File: src/rtl/cla_pkg.sv
// -----------------------------------------------------------------------------
// cla_pkg
// Shared constants and types for the two-level carry-lookahead adder.
//   CLA_WIDTH   : default operand/result width
//   CLA_GROUP   : bits per lookahead group (fixed at 4)
//   CLA_NGROUPS : number of first-level groups
//   cla_gterm_t : per-group {generate, propagate} pair exported to level two
// -----------------------------------------------------------------------------
package cla_pkg;

    localparam int CLA_WIDTH   = 32;
    localparam int CLA_GROUP   = 4;
    localparam int CLA_NGROUPS = CLA_WIDTH / CLA_GROUP;

    typedef struct packed {
        logic gg;   // group generate
        logic gp;   // group propagate
    } cla_gterm_t;

endpackage : cla_pkg

File: src/rtl/cla_group4.sv
// -----------------------------------------------------------------------------
// cla_group4
// 4-bit carry-lookahead block. Internal carries are fully expanded from the
// group carry-in, so no ripple exists inside the group. The group generate and
// propagate terms do not depend on cin, which lets the second level compute
// every group carry-in in parallel.
// Ports:
//   a, b : 4-bit operand slices
//   cin  : carry into bit 0 of this group
//   sum  : 4-bit sum slice
//   gg   : group generate  (carry out of the group regardless of cin)
//   gp   : group propagate (cin passes straight to the group carry out)
// -----------------------------------------------------------------------------
module cla_group4
    import cla_pkg::*;
(
    input  logic [CLA_GROUP-1:0] a,
    input  logic [CLA_GROUP-1:0] b,
    input  logic                 cin,
    output logic [CLA_GROUP-1:0] sum,
    output logic                 gg,
    output logic                 gp
);

    logic [CLA_GROUP-1:0] g;
    logic [CLA_GROUP-1:0] p;
    logic [CLA_GROUP-1:0] c;

    always_comb begin
        g = a & b;
        p = a ^ b;

        c[0] = cin;
        c[1] = g[0] | (p[0] & cin);
        c[2] = g[1] | (p[1] & g[0]) | (p[1] & p[0] & cin);
        c[3] = g[2] | (p[2] & g[1]) | (p[2] & p[1] & g[0])
             | (p[2] & p[1] & p[0] & cin);

        sum = p ^ c;

        gg = g[3] | (p[3] & g[2]) | (p[3] & p[2] & g[1])
           | (p[3] & p[2] & p[1] & g[0]);
        gp = &p;
    end

endmodule : cla_group4

File: src/rtl/carry_lookahead_adder32.sv
// -----------------------------------------------------------------------------
// carry_lookahead_adder32
// Two-level carry-lookahead adder with a combinational result (used directly
// by the PC+4 path) and a one-cycle registered copy.
// Optional feature macro: CLA_FLAGS_EN adds signed-overflow and zero flags,
// both combinational and registered.
// Ports:
//   i_clk, i_rst     : clock (rising edge), synchronous active-high reset
//   i_en             : load enable for the registered outputs
//   i_add1, i_add2   : operands A and B
//   i_carry_in       : carry into bit 0
//   o_result         : combinational (A+B+cin) mod 2^WIDTH
//   o_carry_out      : combinational carry out of the MSB
//   o_r_result       : registered sum
//   o_r_carry_out    : registered carry out
//   o_overflow, o_zero, o_r_overflow, o_r_zero : only with CLA_FLAGS_EN
// -----------------------------------------------------------------------------
module carry_lookahead_adder32
    import cla_pkg::*;
#(
    parameter int WIDTH = CLA_WIDTH,
    parameter int GROUP = CLA_GROUP
) (
    input  logic             i_clk,
    input  logic             i_rst,
    input  logic             i_en,
    input  logic [WIDTH-1:0] i_add1,
    input  logic [WIDTH-1:0] i_add2,
    input  logic             i_carry_in,
    output logic [WIDTH-1:0] o_result,
    output logic             o_carry_out,
    output logic [WIDTH-1:0] o_r_result,
    output logic             o_r_carry_out
`ifdef CLA_FLAGS_EN
    ,
    output logic             o_overflow,
    output logic             o_zero,
    output logic             o_r_overflow,
    output logic             o_r_zero
`endif
);

    localparam int NG = WIDTH / GROUP;

    // The group block is hand-expanded for 4 bits only.
    if (GROUP != 4) begin : g_bad_group
        $error("carry_lookahead_adder32: GROUP must be 4");
    end
    if ((WIDTH % GROUP) != 0 || WIDTH < GROUP) begin : g_bad_width
        $error("carry_lookahead_adder32: WIDTH must be a positive multiple of GROUP");
    end

    cla_gterm_t [NG-1:0] gt;
    logic       [NG:0]   gcin;   // gcin[k] = carry into group k, gcin[NG] = carry out
    logic [WIDTH-1:0]    sum;

    // First level: one lookahead block per 4-bit slice.
    for (genvar k = 0; k < NG; k++) begin : g_grp
        cla_group4 u_grp (
            .a   (i_add1[k*GROUP +: GROUP]),
            .b   (i_add2[k*GROUP +: GROUP]),
            .cin (gcin[k]),
            .sum (sum[k*GROUP +: GROUP]),
            .gg  (gt[k].gg),
            .gp  (gt[k].gp)
        );
    end

    // Second level: each group carry is a flat sum-of-products over the group
    // terms below it and i_carry_in, so no carry ripples from group to group.
    always_comb begin
        logic acc;
        logic term;
        gcin    = '0;
        gcin[0] = i_carry_in;
        for (int k = 0; k < NG; k++) begin
            acc = i_carry_in;
            for (int m = 0; m <= k; m++) begin
                acc = acc & gt[m].gp;
            end
            for (int j = 0; j <= k; j++) begin
                term = gt[j].gg;
                for (int m = j + 1; m <= k; m++) begin
                    term = term & gt[m].gp;
                end
                acc = acc | term;
            end
            gcin[k+1] = acc;
        end
    end

    assign o_result    = sum;
    assign o_carry_out = gcin[NG];

    logic [WIDTH-1:0] result_d, result_q;
    logic             carry_d,  carry_q;

    always_comb begin
        result_d = result_q;
        carry_d  = carry_q;
        if (i_en) begin
            result_d = sum;
            carry_d  = gcin[NG];
        end
    end

    always_ff @(posedge i_clk) begin
        if (i_rst) begin
            result_q <= '0;
            carry_q  <= 1'b0;
        end else begin
            result_q <= result_d;
            carry_q  <= carry_d;
        end
    end

    assign o_r_result    = result_q;
    assign o_r_carry_out = carry_q;

`ifdef CLA_FLAGS_EN
    logic overflow_c, zero_c;
    logic overflow_d, overflow_q;
    logic zero_d,     zero_q;

    // Signed overflow: operands share a sign that the sum does not.
    assign overflow_c = (i_add1[WIDTH-1] == i_add2[WIDTH-1])
                      & (sum[WIDTH-1] != i_add1[WIDTH-1]);
    assign zero_c     = (sum == '0);

    always_comb begin
        overflow_d = overflow_q;
        zero_d     = zero_q;
        if (i_en) begin
            overflow_d = overflow_c;
            zero_d     = zero_c;
        end
    end

    always_ff @(posedge i_clk) begin
        if (i_rst) begin
            overflow_q <= 1'b0;
            zero_q     <= 1'b0;
        end else begin
            overflow_q <= overflow_d;
            zero_q     <= zero_d;
        end
    end

    assign o_overflow   = overflow_c;
    assign o_zero       = zero_c;
    assign o_r_overflow = overflow_q;
    assign o_r_zero     = zero_q;
`endif

endmodule : carry_lookahead_adder32

File: config.mk
export PLATFORM = sky130hd
export DESIGN_NAME = carry_lookahead_adder32
export DESIGN_NICKNAME = d
export VERILOG_FILES = /design/src/rtl/cla_pkg.sv /design/src/rtl/cla_group4.sv /design/src/rtl/carry_lookahead_adder32.sv
export SDC_FILE = /design/constraint.sdc
export NUM_CORES = 1
export LEC_CHECK = 0
export BUFFER_PORTS_ARGS = -buffer_cell sky130_fd_sc_hd__buf_2
export CAP_MARGIN = 20
export CORE_MARGIN = 4
export CORE_UTILIZATION = 43
export DETAILED_ROUTE_END_ITERATION = 8
export GPL_TIMING_DRIVEN = 0
export PLACE_DENSITY = 0.83
export RECOVER_POWER = 25
export SLEW_MARGIN = 0
export SYNTH_ARGS = -nofsm -noshare
export SYNTH_HDL_FRONTEND = slang
export SYNTH_SLANG_ARGS = --single-unit
File: constraint.sdc
create_clock -name i_clk -period 3.5 [get_ports i_clk]
set_input_delay 0.35 -clock i_clk [delete_from_list [all_inputs] [get_ports i_clk]]
set_output_delay 0.35 -clock i_clk [all_outputs]
set_load 0.02 [all_outputs]
==> out/qor.csv, run 1 <==
metric,value,unit
synth_top_family_by_area,adder cells,
rsz0062_at_grt,yes,
place.gp.congestion,0.779,
synth_top_area_cell,dfxtp_1,
clk_pin_slew,0.07,ns
maxCapViolCount,0,
synth-simple-area-share,16.3,%
grt_max_degree,11,
wl_met3,668,um
power,1.50,mW
synthFlopType,dfxtp_1,
worstMarginPinSlew,0.775,ns
firstDrtPassIters,4,
netSwitchingFraction,39.3,%
antennaDiodeCount,0,
antenna_found_initial,0,
finalHoldViolCount,0,
slew_violations,0,
power.density,436,nW/um2
setup_violations,0,
highest_layer,met4,
first_global_vias,2666,
synth_sequential_area_ratio,25.7,%
path_class,in2out,
p_leak,1.74,nW
initial_core_util,45.5,%
clock-root-buffer,clkbuf_8,
drc_errors,0,
dp.cells,487,
placed_area,3310,um2
synth_edf_count,0,
fill_cells,531,
antenna_left,0,
period_share,95.8,%
dieArea,7270,um2
area_growth_syn_to_layout,33.5,%
cp.required,3.15,ns
p_int,0.909,mW
switchingPower,0.588,mW
groute.usage.overall,19.9,%
final_cells,497,
skew,0,ns
max-vdd-ir-drop,0.231,mV
overflow,0,
first_iter_violations,59,
setup.worst_path.end_class,primary output,
post_route_cells_drive_above_1_share,29.4,%
dr_wl_met2,3.59,mm
dp_hpwl,6.14,mm
port_buffers,131,
ys_top_cells_by_area,"dfxtp_1, ha_1, mux2i_1",
met1_length,3.00,mm
layout_commonest_cell,buf_2,
die_h,85.3,um
synth.mux.area_fraction,8.57,%
maxSlewHeadroom,48.4,%
pin_count,134,
num_vias,2616,
clkLatencyLatePin,0.27,ns
async_reset_ff_share,0,%
path_max_fanout,5,
fmax,298,MHz
die_x,85.3,um
synth-xor-area-share,7.84,%
nNetsFinal,532,
wl_per_cell,14.7,um
synth_cells,284,
start_kind,input pin,
wl,7.30,mm
period_minus_slack,3.35,ns
clock-sinks,33,
syn_area,2570,um2
mostFrequentLayoutCells,"buf_2, dfxtp_1, clkbuf_1, ha_1, nor2_1",
hp-class,reg2reg,
clk_path_buf_depth,2,
routed_via_density,5.26,
cp_data_arrival_time,3.00,ns
fin_area,3430,um2
synth_compound_area_share,16.3,%
outcome,finished clean,
synth-adder-area-share,21.8,%
htree_levels,2,
num_rows,27,
synth_cell_type_count,43,
grt_pass1_wl,11.9,mm
synth_seq_cells,33,
pwr-share-seq,29.5,%
fp.coreArea,5640,um2
yosysTopAreaCellShare,25.7,%
cts_tree,done,
yosysWarnings,0,
p_clk_share,24.7,%
syn_area_per_cell,9.04,um2
synth_fp_nets,392,
p_comb_share,45.8,%
cts_buffers,5,
==> critical path: stages <==
cell and delay (ns):
buf_2 0.11, ha_1 0.28, a21oi_1 0.07, nand4b_1 0.20, a211o_1 0.35, a21o_1 0.27, buf_4 0.16, o21ba_4 0.24
o31ai_2 0.27, fa_1 0.23, xor2_1 0.24, buf_2 0.22
==> final timing paths <==
check	start	end	slack (ns)	depth (start not counted)
worst max-delay path	i_add1[0]	o_result[29]	0.15	12
worst min register to register	o_r_carry_out	o_r_carry_out	0.50	2
worst max register to register	o_r_result[31]	o_r_result[31]	2.51	2
worst min-delay path	o_r_carry_out	o_r_carry_out	0.50	2
==> registers in the layout (all words and copies together), names as in the netlist <==
signal / count
o_r_carry_out: 1
o_r_result: 32
==> per-stage QoR <==
step	setup WS, ns	TNS (ns)	hold slack [ns]	util (%)
floorplan	0.504	0	0.551	-
global placement	0.111	0	0.466	58.7
detailed placement	0.110	0	0.479	58.7
CTS	0.0876	0	0.495	60.8
global route	-0.0268	-0.0472	0.511	60.8
finish	0.146	0	0.497	60.8
==> per-layer routing <==
layer  GRT usage [%]  vias up
met2            36.4      106
li1                -     1302
met5               0        -
met1            23.1     1203
met3            5.63        5
met4            3.31        0
==> final cells by class <==
type,instances,area (um2),area share [%]
plain buffers,11,41.3,1.20
multi-input cells,227,1830,53.4
inverters,13,48.8,1.42
clock inverters,1,30.0,0.876
repair buffers,133,641,18.7
clock buffers,7,86.3,2.52
flip-flops and latches,33,661,19.3
well taps,72,90.1,2.63
==> power by group through the flow <==
stage / Sequential [mW] / Combinational, mW / Clock (mW)
2_1_floorplan: 0.500 / 0.408 / 0
4_1_cts: 0.440 / 0.693 / 0.383
3_5_place_dp: 0.448 / 0.690 / 0
6_report: 0.442 / 0.686 / 0.369
5_1_grt: 0.446 / 0.749 / 0.398
3_3_place_gp: 0.446 / 0.673 / 0
==> cells by family after synthesis <==
logic type               after synthesis
multiplexers                          22
adder cells (fa/ha/maj)               40
buffers and inverters                 24
XOR/XNOR                              23
AND/OR/NAND/NOR                       84
flip-flops                            33
AO/OA/AOI/OAI                         58
==> synthesized netlist by cell type (all sizes together), types with 3 or more instances <==
cell type  number
nor2b           4
o21ai           7
mux2i          22
a21o            8
nor4            3
nand2b          3
fa              8
inv            13
nand4           4
ha             32
nor4b           3
and3            4
nor2           30
a21oi          18
dfxtp          33
nand2          15
xnor2          10
nor3            3
a31o            3
xor2           13
clkbuf          7
o21bai          5
nand3           7
buf             4
==> what timing repair did <==
item                                    in CTS  in global routing
setup buffers                                0                  2
gates resized for setup                      0                  3
hold buffers                                 0                  0
endpoints found under the setup margin       0                  4
(Power assumes the default switching activity.)
==> run 2, diff against run 1 <==
CTS_BUF_LIST = sky130_fd_sc_hd__clkbuf_8 sky130_fd_sc_hd__clkbuf_16   (was unset)
PLACE_DENSITY = 0.77   (was 0.83)
==> run 2 against run 1 <==
Against the previous run:
- total power down 0.47%
- register-to-register slack about the same
- via count down 1.1%
- worst setup slack better by 0.078 ns
- core utilization down 0.18 points
- highest routed layer unchanged
- combinational power down 0.7%
- global-route usage up 0.26 points
- sequential share of layout area up 0.056 points
- cell count unchanged
==> out/qor.csv, run 2 (synthesized netlist as in run 1, its figures left out) <==
metric,value,unit
p_int,0.905,mW
netSwitchingFraction,39.2,%
antenna_found_initial,0,
clock-root-buffer,clkbuf_8,
htree_levels,2,
cp-startpoint,i_add1[0],
cp.required,3.15,ns
max-vdd-ir-drop,0.226,mV
port_buffers,131,
fp.coreArea,5640,um2
final_cells,497,
largest_reg_flops,32,
pin_count,134,
switchingPower,0.584,mW
utilization,60.6,%
drc_errors,0,
wl_per_cell,14.5,um
maxCapViolCount,0,
maxSlewHeadroom,46.7,%
post_route_cells_drive_above_1_share,28.9,%
fin_area,3420,um2
initial_core_util,45.5,%
num_vias,2586,
dpl_worst_slack,0.109,ns
power.density,436,nW/um2
worstHoldStart,o_r_result[0],
place.gp.congestion,0.800,
cts_tree,done,
finalHoldViolCount,0,
p_comb_share,45.7,%
cp_data_arrival_time,2.93,ns
antenna_left,0,
fill_cells,534,
worstMarginPinSlew,0.800,ns
period_minus_slack,3.28,ns
routed_via_density,5.20,
multi_input_area,1820,um2
overflow,0,
dp_hpwl,5.98,mm
fin_setup_tns,0,ns
grt_max_degree,11,
clk_pin_slew,0.07,ns
pwr-share-seq,29.6,%
antennaDiodeCount,0,
worst_hold_slack,0.486,ns
mostFrequentLayoutCells,"buf_2, dfxtp_1, ha_1",
clkLatencyLatePin,0.27,ns
dieArea,7270,um2
regArea,661,um2
layout_commonest_cell,buf_2,
p_leak,1.74,nW
first_global_vias,2680,
start_kind,input pin,
skew,0,ns
wl,7.23,mm
grt_pass1_wl,12.1,mm
placed_area,3310,um2
firstDrtPassIters,4,
path_max_fanout,5,
p_clk_share,24.7,%
clk_path_buf_depth,2,
first_iter_violations,58,
die_x,85.3,um
groute.usage.overall,20.1,%
setup_slack,0.224,ns
dp.cells,487,
outcome,finished clean,
die_h,85.3,um
setup_violations,0,
period_share,93.6,%
clock-sinks,33,
power,1.49,mW
setup.worst_path.end_class,primary output,
cts_buffers,5,
hp-class,reg2reg,
fmax,305,MHz
nNetsFinal,532,
slew_violations,0,
cts_hold_buf,0,
path_class,in2out,
num_rows,27,
rr_startpoint,o_r_result[31],
area_growth_syn_to_layout,33.1,%
==> run 2: cell count changes in the layout (fill, tap and decap cells not counted), sizes merged <==
cell	delta
clkbuf	-1
inv	+1
==> run 2: worst paths after layout <==
kind         slack, ns  cells past startpoint        endpoint
min               0.49                      2   o_r_result[0]
min reg2reg       0.49                      2   o_r_result[0]
max               0.22                     11    o_result[29]
max reg2reg       2.52                      2  o_r_result[31]
==> run 2: per-layer routing <==
metal | GRT usage [%] | up-vias | wire length, um
met3 | 7.18 | 6 | 678
met2 | 35.5 | 99 | 3440
met1 | 23.5 | 1175 | 3050
met5 | 0 | - | 0
met4 | 3.60 | 0 | 61
li1 | - | 1306 | -
==> run 2: final cells by class <==
cell class	count	area share [%]
Multi-Input combinational cell	227	53.3
Tap cell	72	2.63
Clock inverter	2	0.988
Buffer	11	1.21
Clock buffer	6	2.41
Inverter	13	1.43
Sequential cell	33	19.3
Timing Repair Buffer	133	18.7
==> run 2: power by group through the flow <==
stage / logic, mW / clock network [mW] / registers [mW]
2_1_floorplan: 0.408 / 0 / 0.500
3_3_place_gp: 0.674 / 0 / 0.445
3_5_place_dp: 0.687 / 0 / 0.447
4_1_cts: 0.690 / 0.379 / 0.439
5_1_grt: 0.749 / 0.400 / 0.446
6_report: 0.681 / 0.368 / 0.440
==> run 2: timing repair <==
item,in CTS,in global routing
buffers inserted,0,2
resized for setup,0,1
setup endpoints to repair,0,2
==> run 2: worst max-delay path: stages <==
cell and delay, ns:
buf_2 0.11, ha_1 0.27, a21oi_1 0.08, nand4b_1 0.21
a211o_1 0.35, a21o_1 0.25, o21ba_4 0.28, o31ai_1 0.30
fa_1 0.25, xor2_1 0.26, buf_2 0.22
